[config.mk]
export PLATFORM = sky130hd
export DESIGN_NAME = mul_share_arbiter_flat
export DESIGN_NICKNAME = d
export VERILOG_FILES = /design/src/rtl/mul_share_arbiter_if.sv /design/src/rtl/mul_share_arbiter.sv /design/src/flat_wrapper.sv
export SDC_FILE = /design/constraint.sdc
export NUM_CORES = 2
export LEC_CHECK = 0
export ABC_AREA = 1
export BUFFER_PORTS_ARGS = -buffer_cell sky130_fd_sc_hd__buf_2
export CORE_MARGIN = 10
export CORE_UTILIZATION = 35
export CTS_CLUSTER_DIAMETER = 100
export DETAILED_ROUTE_END_ITERATION = 7
export PLACE_DENSITY = 0.61
export SLEW_MARGIN = 10
export SYNTH_ARGS = -nofsm -noshare
export SYNTH_HDL_FRONTEND = slang
export SYNTH_SLANG_ARGS = --single-unit
[constraint.sdc]
create_clock -name clk_i -period 7.3 [get_ports clk_i]
set_clock_uncertainty 0.2 [all_clocks]
set_input_delay 1.095 -clock clk_i [delete_from_list [all_inputs] [get_ports clk_i]]
set_output_delay 1.095 -clock clk_i [all_outputs]
set_load 0.005 [all_outputs]
[src/rtl/mul_share_arbiter_if.sv]
// Request/response bundle between the two multiply requesters and the shared
// multiplier arbiter; master = requester side, slave = arbiter side.
interface mul_share_arbiter_if #(
  parameter int DWidth = 32
);
  logic              req0_valid_i;
  logic              req0_ready_o;
  logic [1:0]        req0_op_i;
  logic [DWidth-1:0] req0_a_i;
  logic [DWidth-1:0] req0_b_i;
  logic              rsp0_valid_o;
  logic [DWidth-1:0] rsp0_res_o;
  logic              req1_valid_i;
  logic              req1_ready_o;
  logic [1:0]        req1_op_i;
  logic [DWidth-1:0] req1_a_i;
  logic [DWidth-1:0] req1_b_i;
  logic              rsp1_valid_o;
  logic [DWidth-1:0] rsp1_res_o;
  logic              busy_o;

  modport master (
    output req0_valid_i, req0_op_i, req0_a_i, req0_b_i,
    output req1_valid_i, req1_op_i, req1_a_i, req1_b_i,
    input  req0_ready_o, rsp0_valid_o, rsp0_res_o,
    input  req1_ready_o, rsp1_valid_o, rsp1_res_o,
    input  busy_o
  );

  modport slave (
    input  req0_valid_i, req0_op_i, req0_a_i, req0_b_i,
    input  req1_valid_i, req1_op_i, req1_a_i, req1_b_i,
    output req0_ready_o, rsp0_valid_o, rsp0_res_o,
    output req1_ready_o, rsp1_valid_o, rsp1_res_o,
    output busy_o
  );
endinterface

[src/rtl/mul_share_arbiter.sv]
// Round-robin share of one pipelined RV32M multiplier between two requesters.
// Optional grant counters: define MUL_SHARE_STATS_EN.
module mul_share_arbiter #(
  parameter int DWidth = 32,
  parameter int Lat    = 2
) (
  input  logic                clk_i,
  input  logic                rst_i,
  mul_share_arbiter_if.slave  bus
`ifdef MUL_SHARE_STATS_EN
  ,
  input  logic                stats_clr_i,
  output logic [31:0]         grant0_cnt_o,
  output logic [31:0]         grant1_cnt_o
`endif
);

  localparam int Dly = (Lat > 2) ? Lat - 2 : 0;

  typedef enum logic {PRI0, PRI1} pri_e;

  // Sign-extend per operand signedness, multiply, pick the requested half.
  function automatic logic [DWidth-1:0] mul_sel(
    input logic [DWidth-1:0] a,
    input logic [DWidth-1:0] b,
    input logic              sa,
    input logic              sb,
    input logic              hi
  );
    logic signed [2*DWidth-1:0] ax;
    logic signed [2*DWidth-1:0] bx;
    logic signed [2*DWidth-1:0] p;
    ax = {{DWidth{sa & a[DWidth-1]}}, a};
    bx = {{DWidth{sb & b[DWidth-1]}}, b};
    p  = ax * bx;
    return hi ? p[2*DWidth-1:DWidth] : p[DWidth-1:0];
  endfunction

  pri_e              ptr;
  logic              grant0, grant1, accept;
  logic [1:0]        op_p0;
  logic [DWidth-1:0] a_p0, b_p0;
  logic              sa_p0, sb_p0, hi_p0;

  assign grant0 = bus.req0_valid_i & (~bus.req1_valid_i | (ptr == PRI0));
  assign grant1 = bus.req1_valid_i & (~bus.req0_valid_i | (ptr == PRI1));
  assign accept = grant0 | grant1;
  assign bus.req0_ready_o = grant0;
  assign bus.req1_ready_o = grant1;

  always_comb begin
    op_p0 = grant1 ? bus.req1_op_i : bus.req0_op_i;
    a_p0  = grant1 ? bus.req1_a_i  : bus.req0_a_i;
    b_p0  = grant1 ? bus.req1_b_i  : bus.req0_b_i;
    sa_p0 = (op_p0 != 2'b11);
    sb_p0 = ~op_p0[1];
    hi_p0 = (op_p0 != 2'b00);
  end

  always_ff @(posedge clk_i or posedge rst_i) begin
    if (rst_i)       ptr <= PRI0;
    else if (grant0) ptr <= PRI1;
    else if (grant1) ptr <= PRI0;
  end

  // ---- stage 1: operand capture (product formed on its output) ----
  logic              head_vld, head_src, s1_vld;
  logic [DWidth-1:0] head_res;

  generate
    if (Lat == 1) begin : g_lat1
      assign s1_vld   = 1'b0;
      assign head_vld = accept;
      assign head_src = grant1;
      assign head_res = mul_sel(a_p0, b_p0, sa_p0, sb_p0, hi_p0);
    end else begin : g_stage1
      logic              vld_p1, src_p1, sa_p1, sb_p1, hi_p1;
      logic [DWidth-1:0] a_p1, b_p1;

      always_ff @(posedge clk_i or posedge rst_i) begin
        if (rst_i) vld_p1 <= 1'b0;
        else       vld_p1 <= accept;
      end

      always_ff @(posedge clk_i) begin
        if (accept) begin
          src_p1 <= grant1;
          a_p1   <= a_p0;
          b_p1   <= b_p0;
          sa_p1  <= sa_p0;
          sb_p1  <= sb_p0;
          hi_p1  <= hi_p0;
        end
      end

      assign s1_vld   = vld_p1;
      assign head_vld = vld_p1;
      assign head_src = src_p1;
      assign head_res = mul_sel(a_p1, b_p1, sa_p1, sb_p1, hi_p1);
    end
  endgenerate

  // ---- stages 2..Lat-1: result delay for deeper pipelines ----
  logic              tail_vld, tail_src, dly_busy;
  logic [DWidth-1:0] tail_res;

  generate
    if (Dly == 0) begin : g_nodly
      assign tail_vld = head_vld;
      assign tail_src = head_src;
      assign tail_res = head_res;
      assign dly_busy = 1'b0;
    end else begin : g_dly
      logic              vld_q [0:Dly-1];
      logic              src_q [0:Dly-1];
      logic [DWidth-1:0] res_q [0:Dly-1];

      always_ff @(posedge clk_i or posedge rst_i) begin
        if (rst_i) begin
          for (int k = 0; k < Dly; k++) vld_q[k] <= 1'b0;
        end else begin
          vld_q[0] <= head_vld;
          for (int k = 1; k < Dly; k++) vld_q[k] <= vld_q[k-1];
        end
      end

      always_ff @(posedge clk_i) begin
        src_q[0] <= head_src;
        res_q[0] <= head_res;
        for (int k = 1; k < Dly; k++) begin
          src_q[k] <= src_q[k-1];
          res_q[k] <= res_q[k-1];
        end
      end

      always_comb begin
        dly_busy = 1'b0;
        for (int k = 0; k < Dly; k++) dly_busy = dly_busy | vld_q[k];
      end

      assign tail_vld = vld_q[Dly-1];
      assign tail_src = src_q[Dly-1];
      assign tail_res = res_q[Dly-1];
    end
  endgenerate

  // ---- stage Lat: per-port response registers, result held between pulses ----
  logic              rsp0_vld_q, rsp1_vld_q;
  logic [DWidth-1:0] rsp0_res_q, rsp1_res_q;

  always_ff @(posedge clk_i or posedge rst_i) begin
    if (rst_i) begin
      rsp0_vld_q <= 1'b0;
      rsp1_vld_q <= 1'b0;
      rsp0_res_q <= '0;
      rsp1_res_q <= '0;
    end else begin
      rsp0_vld_q <= tail_vld & ~tail_src;
      rsp1_vld_q <= tail_vld &  tail_src;
      if (tail_vld & ~tail_src) rsp0_res_q <= tail_res;
      if (tail_vld &  tail_src) rsp1_res_q <= tail_res;
    end
  end

  assign bus.rsp0_valid_o = rsp0_vld_q;
  assign bus.rsp1_valid_o = rsp1_vld_q;
  assign bus.rsp0_res_o   = rsp0_res_q;
  assign bus.rsp1_res_o   = rsp1_res_q;
  assign bus.busy_o       = s1_vld | dly_busy | rsp0_vld_q | rsp1_vld_q;

`ifdef MUL_SHARE_STATS_EN
  always_ff @(posedge clk_i or posedge rst_i) begin
    if (rst_i) begin
      grant0_cnt_o <= '0;
      grant1_cnt_o <= '0;
    end else if (stats_clr_i) begin
      grant0_cnt_o <= '0;
      grant1_cnt_o <= '0;
    end else begin
      if (grant0) grant0_cnt_o <= grant0_cnt_o + 32'd1;
      if (grant1) grant1_cnt_o <= grant1_cnt_o + 32'd1;
    end
  end
`endif

endmodule

[src/flat_wrapper.sv]
// flat-port wrapper written by rule: the top's interface ports become plain ports
module mul_share_arbiter_flat 
#(
  parameter int DWidth = 32,
  parameter int Lat    = 2
)
  (clk_i, rst_i, bus_req0_valid_i, bus_req0_op_i, bus_req0_a_i, bus_req0_b_i, bus_req1_valid_i, bus_req1_op_i, bus_req1_a_i, bus_req1_b_i, bus_req0_ready_o, bus_rsp0_valid_o, bus_rsp0_res_o, bus_req1_ready_o, bus_rsp1_valid_o, bus_rsp1_res_o, bus_busy_o);
  mul_share_arbiter_if #(.DWidth(DWidth)) bus_i ();
  input  logic clk_i;
  input  logic rst_i;
  input wire logic [$bits(bus_i.req0_valid_i)-1:0] bus_req0_valid_i;
  input wire logic [$bits(bus_i.req0_op_i)-1:0] bus_req0_op_i;
  input wire logic [$bits(bus_i.req0_a_i)-1:0] bus_req0_a_i;
  input wire logic [$bits(bus_i.req0_b_i)-1:0] bus_req0_b_i;
  input wire logic [$bits(bus_i.req1_valid_i)-1:0] bus_req1_valid_i;
  input wire logic [$bits(bus_i.req1_op_i)-1:0] bus_req1_op_i;
  input wire logic [$bits(bus_i.req1_a_i)-1:0] bus_req1_a_i;
  input wire logic [$bits(bus_i.req1_b_i)-1:0] bus_req1_b_i;
  output wire logic [$bits(bus_i.req0_ready_o)-1:0] bus_req0_ready_o;
  output wire logic [$bits(bus_i.rsp0_valid_o)-1:0] bus_rsp0_valid_o;
  output wire logic [$bits(bus_i.rsp0_res_o)-1:0] bus_rsp0_res_o;
  output wire logic [$bits(bus_i.req1_ready_o)-1:0] bus_req1_ready_o;
  output wire logic [$bits(bus_i.rsp1_valid_o)-1:0] bus_rsp1_valid_o;
  output wire logic [$bits(bus_i.rsp1_res_o)-1:0] bus_rsp1_res_o;
  output wire logic [$bits(bus_i.busy_o)-1:0] bus_busy_o;
  assign bus_i.req0_valid_i = bus_req0_valid_i;
  assign bus_i.req0_op_i = bus_req0_op_i;
  assign bus_i.req0_a_i = bus_req0_a_i;
  assign bus_i.req0_b_i = bus_req0_b_i;
  assign bus_i.req1_valid_i = bus_req1_valid_i;
  assign bus_i.req1_op_i = bus_req1_op_i;
  assign bus_i.req1_a_i = bus_req1_a_i;
  assign bus_i.req1_b_i = bus_req1_b_i;
  assign bus_req0_ready_o = bus_i.req0_ready_o;
  assign bus_rsp0_valid_o = bus_i.rsp0_valid_o;
  assign bus_rsp0_res_o = bus_i.rsp0_res_o;
  assign bus_req1_ready_o = bus_i.req1_ready_o;
  assign bus_rsp1_valid_o = bus_i.rsp1_valid_o;
  assign bus_rsp1_res_o = bus_i.rsp1_res_o;
  assign bus_busy_o = bus_i.busy_o;
  mul_share_arbiter #(.DWidth(DWidth), .Lat(Lat)) u_core (.clk_i(clk_i), .rst_i(rst_i), .bus(bus_i));
endmodule
==> impl_metrics.ini <==
[run_status]
outcome = finished with violations
violations = negative setup slack

[clock_tree]
cts.sinks = 136
cts_root_buffer = clkbuf_16
clkTransAtPathRegs_ns = 0.10
htreeDepth = 4
clockBufferDepth = 2
cts_hold_buf = 0
numCtsBuffers = 17
clkLatencyLatePin_ns = 0.52
cts_tree = built

[synth]
synth_common_cells = nand2_1, inv_1, fa_1, clkbuf_1, ha_1
synthCells = 5771
yosysWarnings = 0
synth_most_common_cell = nand2_1
avgSynthCellArea_um2 = 7.94
seq_area_frac_synth_pct = 8.17
syn_area_um2 = 45800
syn_nets = 7244
synth_top_area_cell = fa_1
synthFlopType = edfxtp_1
async_reset_ff_share_pct = 50.0
synth-edff-count = 68
ys_ff_latch = 136
ys_types = 37
synth_area_leaders = fa_1, nand2_1, inv_1
synth_top_area_share_pct = 49.1

[timing]
hold_viol = 0
slew_violations = 0
slew-limit-headroom_pct = 27.1
rsz0062_at_grt = yes
setup_violations = 34
worstMarginPinSlew_ns = 1.09
fin_tns_setup_ns = -3.62
timing.final.crit_period_ns = 7.52
max_freq_mhz = 133
fin_crit_sh_pct = 103
layout_setup_ws_ns = -0.220

[route]
drc_errors = 0
drtIter0Drc = 2169
drt-pass1-iter-count = 6
vias = 37136
wl_per_cell_um = 18.0
ant_nets = 0
wirelength_um = 143000
routed_via_density = 4.66

[setup_path]
crit_arrival_ns = 7.75
path_class = flip-flop to flip-flop
reg2reg_setup_slack_ns = -0.22
cpPeakStageDelay_ns = 0.65
worstSetupStartpoint = u_core.g_stage1.a_p1[31]
crit_path_end_kind = flip-flop
worstReg2RegStart = u_core.g_stage1.a_p1[31]
required_ns = 7.53
cp-endpoint = u_core.bus.rsp1_res_o[19]
reg2reg_to = u_core.bus.rsp1_res_o[19]
reg2reg_depth = 33
path_max_fanout = 5
crit_slowest_cell = fa_2
worstSetupStartpointType = flip-flop

[global_routing]
grt_max_degree = 69
antenna_found_initial = 1
grt_pass1_vias = 40570
grt_usage_pct = 20.0
gr-total-overflow = 0
grt_pass1_wl_um = 228000

[die]
die_w_um = 382
ios = 205
coreArea_um2 = 130000
die-area_um2 = 146000
row_count = 132
dieHeight_um = 382
start_util_pct = 35.3

[place]
gp_congestion = 0.936
hpwl_um = 124000
io_buffers = 204

[cells_and_area]
final_nets = 7687
diodes = 0
synthToLayoutAreaGrowth_pct = 21.9
drive_above_1_share_pct = 20.9
nFillCells = 12857

[hold_path]
hold_start = u_core.bus.rsp1_res_o[18]
holdCritPathClass = flip-flop to flip-flop

[flow_run]
max_cap_violations = 0
-- registers in the layout, indices dropped and copies added (netlist names) --
signal	cells
u_core.bus.rsp0_res_o	32
u_core.g_stage1.src_p1	1
u_core.g_stage1.a_p1	32
u_core.ptr	1
u_core.bus.rsp1_valid_o	1
u_core.bus.rsp1_res_o	32
u_core.g_stage1.hi_p1	1
u_core.g_stage1.sa_p1	1
u_core.g_stage1.vld_p1	1
u_core.bus.rsp0_valid_o	1
u_core.g_stage1.b_p1	32
u_core.g_stage1.sb_p1	1
-- stage by stage --
step | hold slack [ns] | setup WS, ns | cells | area (um2) | utilization (%)
floorplan | 0.272 | 0.000985 | 5771 | 46000 | -
global placement | 0.262 | -0.309 | 7899 | 52600 | 40.5
detailed placement | 0.260 | -0.403 | 7899 | 52600 | 40.5
CTS | 0.279 | -0.133 | 7952 | 54300 | 41.9
global route | 0.293 | -0.481 | 7969 | 55900 | 43.0
finish | 0.276 | -0.220 | 7969 | 55900 | 43.0
-- cells in the final DEF, fill, tap and decap left out, types with 27 or more instances in the layout --
cell type | synthesis | layout
o21ai_0 | 58 | 28
fa_2 | 0 | 28
dfrtp_1 | 68 | 68
nand2_1 | 1817 | 1674
nor2_4 | 1 | 54
buf_12 | 0 | 79
a21oi_1 | 102 | 43
fa_1 | 1125 | 1097
buf_6 | 0 | 27
buf_2 | 16 | 204
nand2_4 | 0 | 37
nor2_2 | 20 | 31
nand3_2 | 9 | 27
ha_4 | 0 | 44
a21oi_2 | 5 | 45
ha_1 | 212 | 167
buf_4 | 0 | 405
edfxtp_1 | 68 | 68
nor2_1 | 150 | 86
inv_2 | 6 | 84
nand2_2 | 11 | 116
inv_1 | 1626 | 1542
nand3_1 | 107 | 88
-- cells by family after synthesis --
kind of cell             Yosys count  share of synthesized area, %
multiplexers                       2                        0.0437
buffers and inverters           1926                          15.8
AND/OR/NAND/NOR                 2168                          18.7
flip-flops                       136                          8.17
XOR/XNOR                           1                        0.0191
adder cells (fa/ha/maj)         1337                          54.9
AO/OA/AOI/OAI                    201                          2.37
-- critical path, delay by kind of cell, from the launching register on --
kind / cells / cell delay, ns
buffers and inverters: 11 / 0.77
flip-flops: 1 / 0.44
adder cells (fa/ha/maj): 9 / 4.64
AND/OR/NAND/NOR: 13 / 1.36
-- layer usage --
layer	up-vias	GRT usage, %	wire (um)
met5	-	0	13
met3	249	2.53	7280
met1	18886	24.1	55600
li1	16996	-	-
met4	2	8.70	7370
met2	1003	35.6	73000
-- layout make-up --
class | instances | area [um2] | area share, %
clock buffer | 17 | 425 | 0.761
clock inverter | 15 | 178 | 0.318
inverter | 1633 | 6150 | 11.0
multi-input combinational | 3709 | 37200 | 66.6
sequential | 136 | 3740 | 6.70
tap | 1742 | 2180 | 3.90
timing repair buffer | 717 | 5990 | 10.7
-- worst min path at each step --
stage / endpoint / slack [ns] / cells after the start
5_1_grt: u_core.bus.rsp0_res_o[17] / 0.29 / 2
6_report: u_core.bus.rsp1_res_o[18] / 0.28 / 2
3_5_place_dp: u_core.bus.rsp1_res_o[17] / 0.26 / 2
2_1_floorplan: u_core.bus.rsp0_res_o[0] / 0.27 / 2
3_3_place_gp: u_core.bus.rsp1_res_o[7] / 0.26 / 2
4_1_cts: u_core.bus.rsp1_res_o[17] / 0.28 / 2
-- timing repair --
| item | in CTS | in global routing |
|---|---|---|
| buffers inserted | 22 | 22 |
| resized for setup | 257 | 404 |
| pin swaps | 67 | 197 |
| gates cloned | 0 | 1 |
| endpoints found under the setup margin | 64 | 64 |
Power is left out: the tool's default activity adds up to more than one toggle a clock period on the data nets, which glitch-free logic cannot reach.
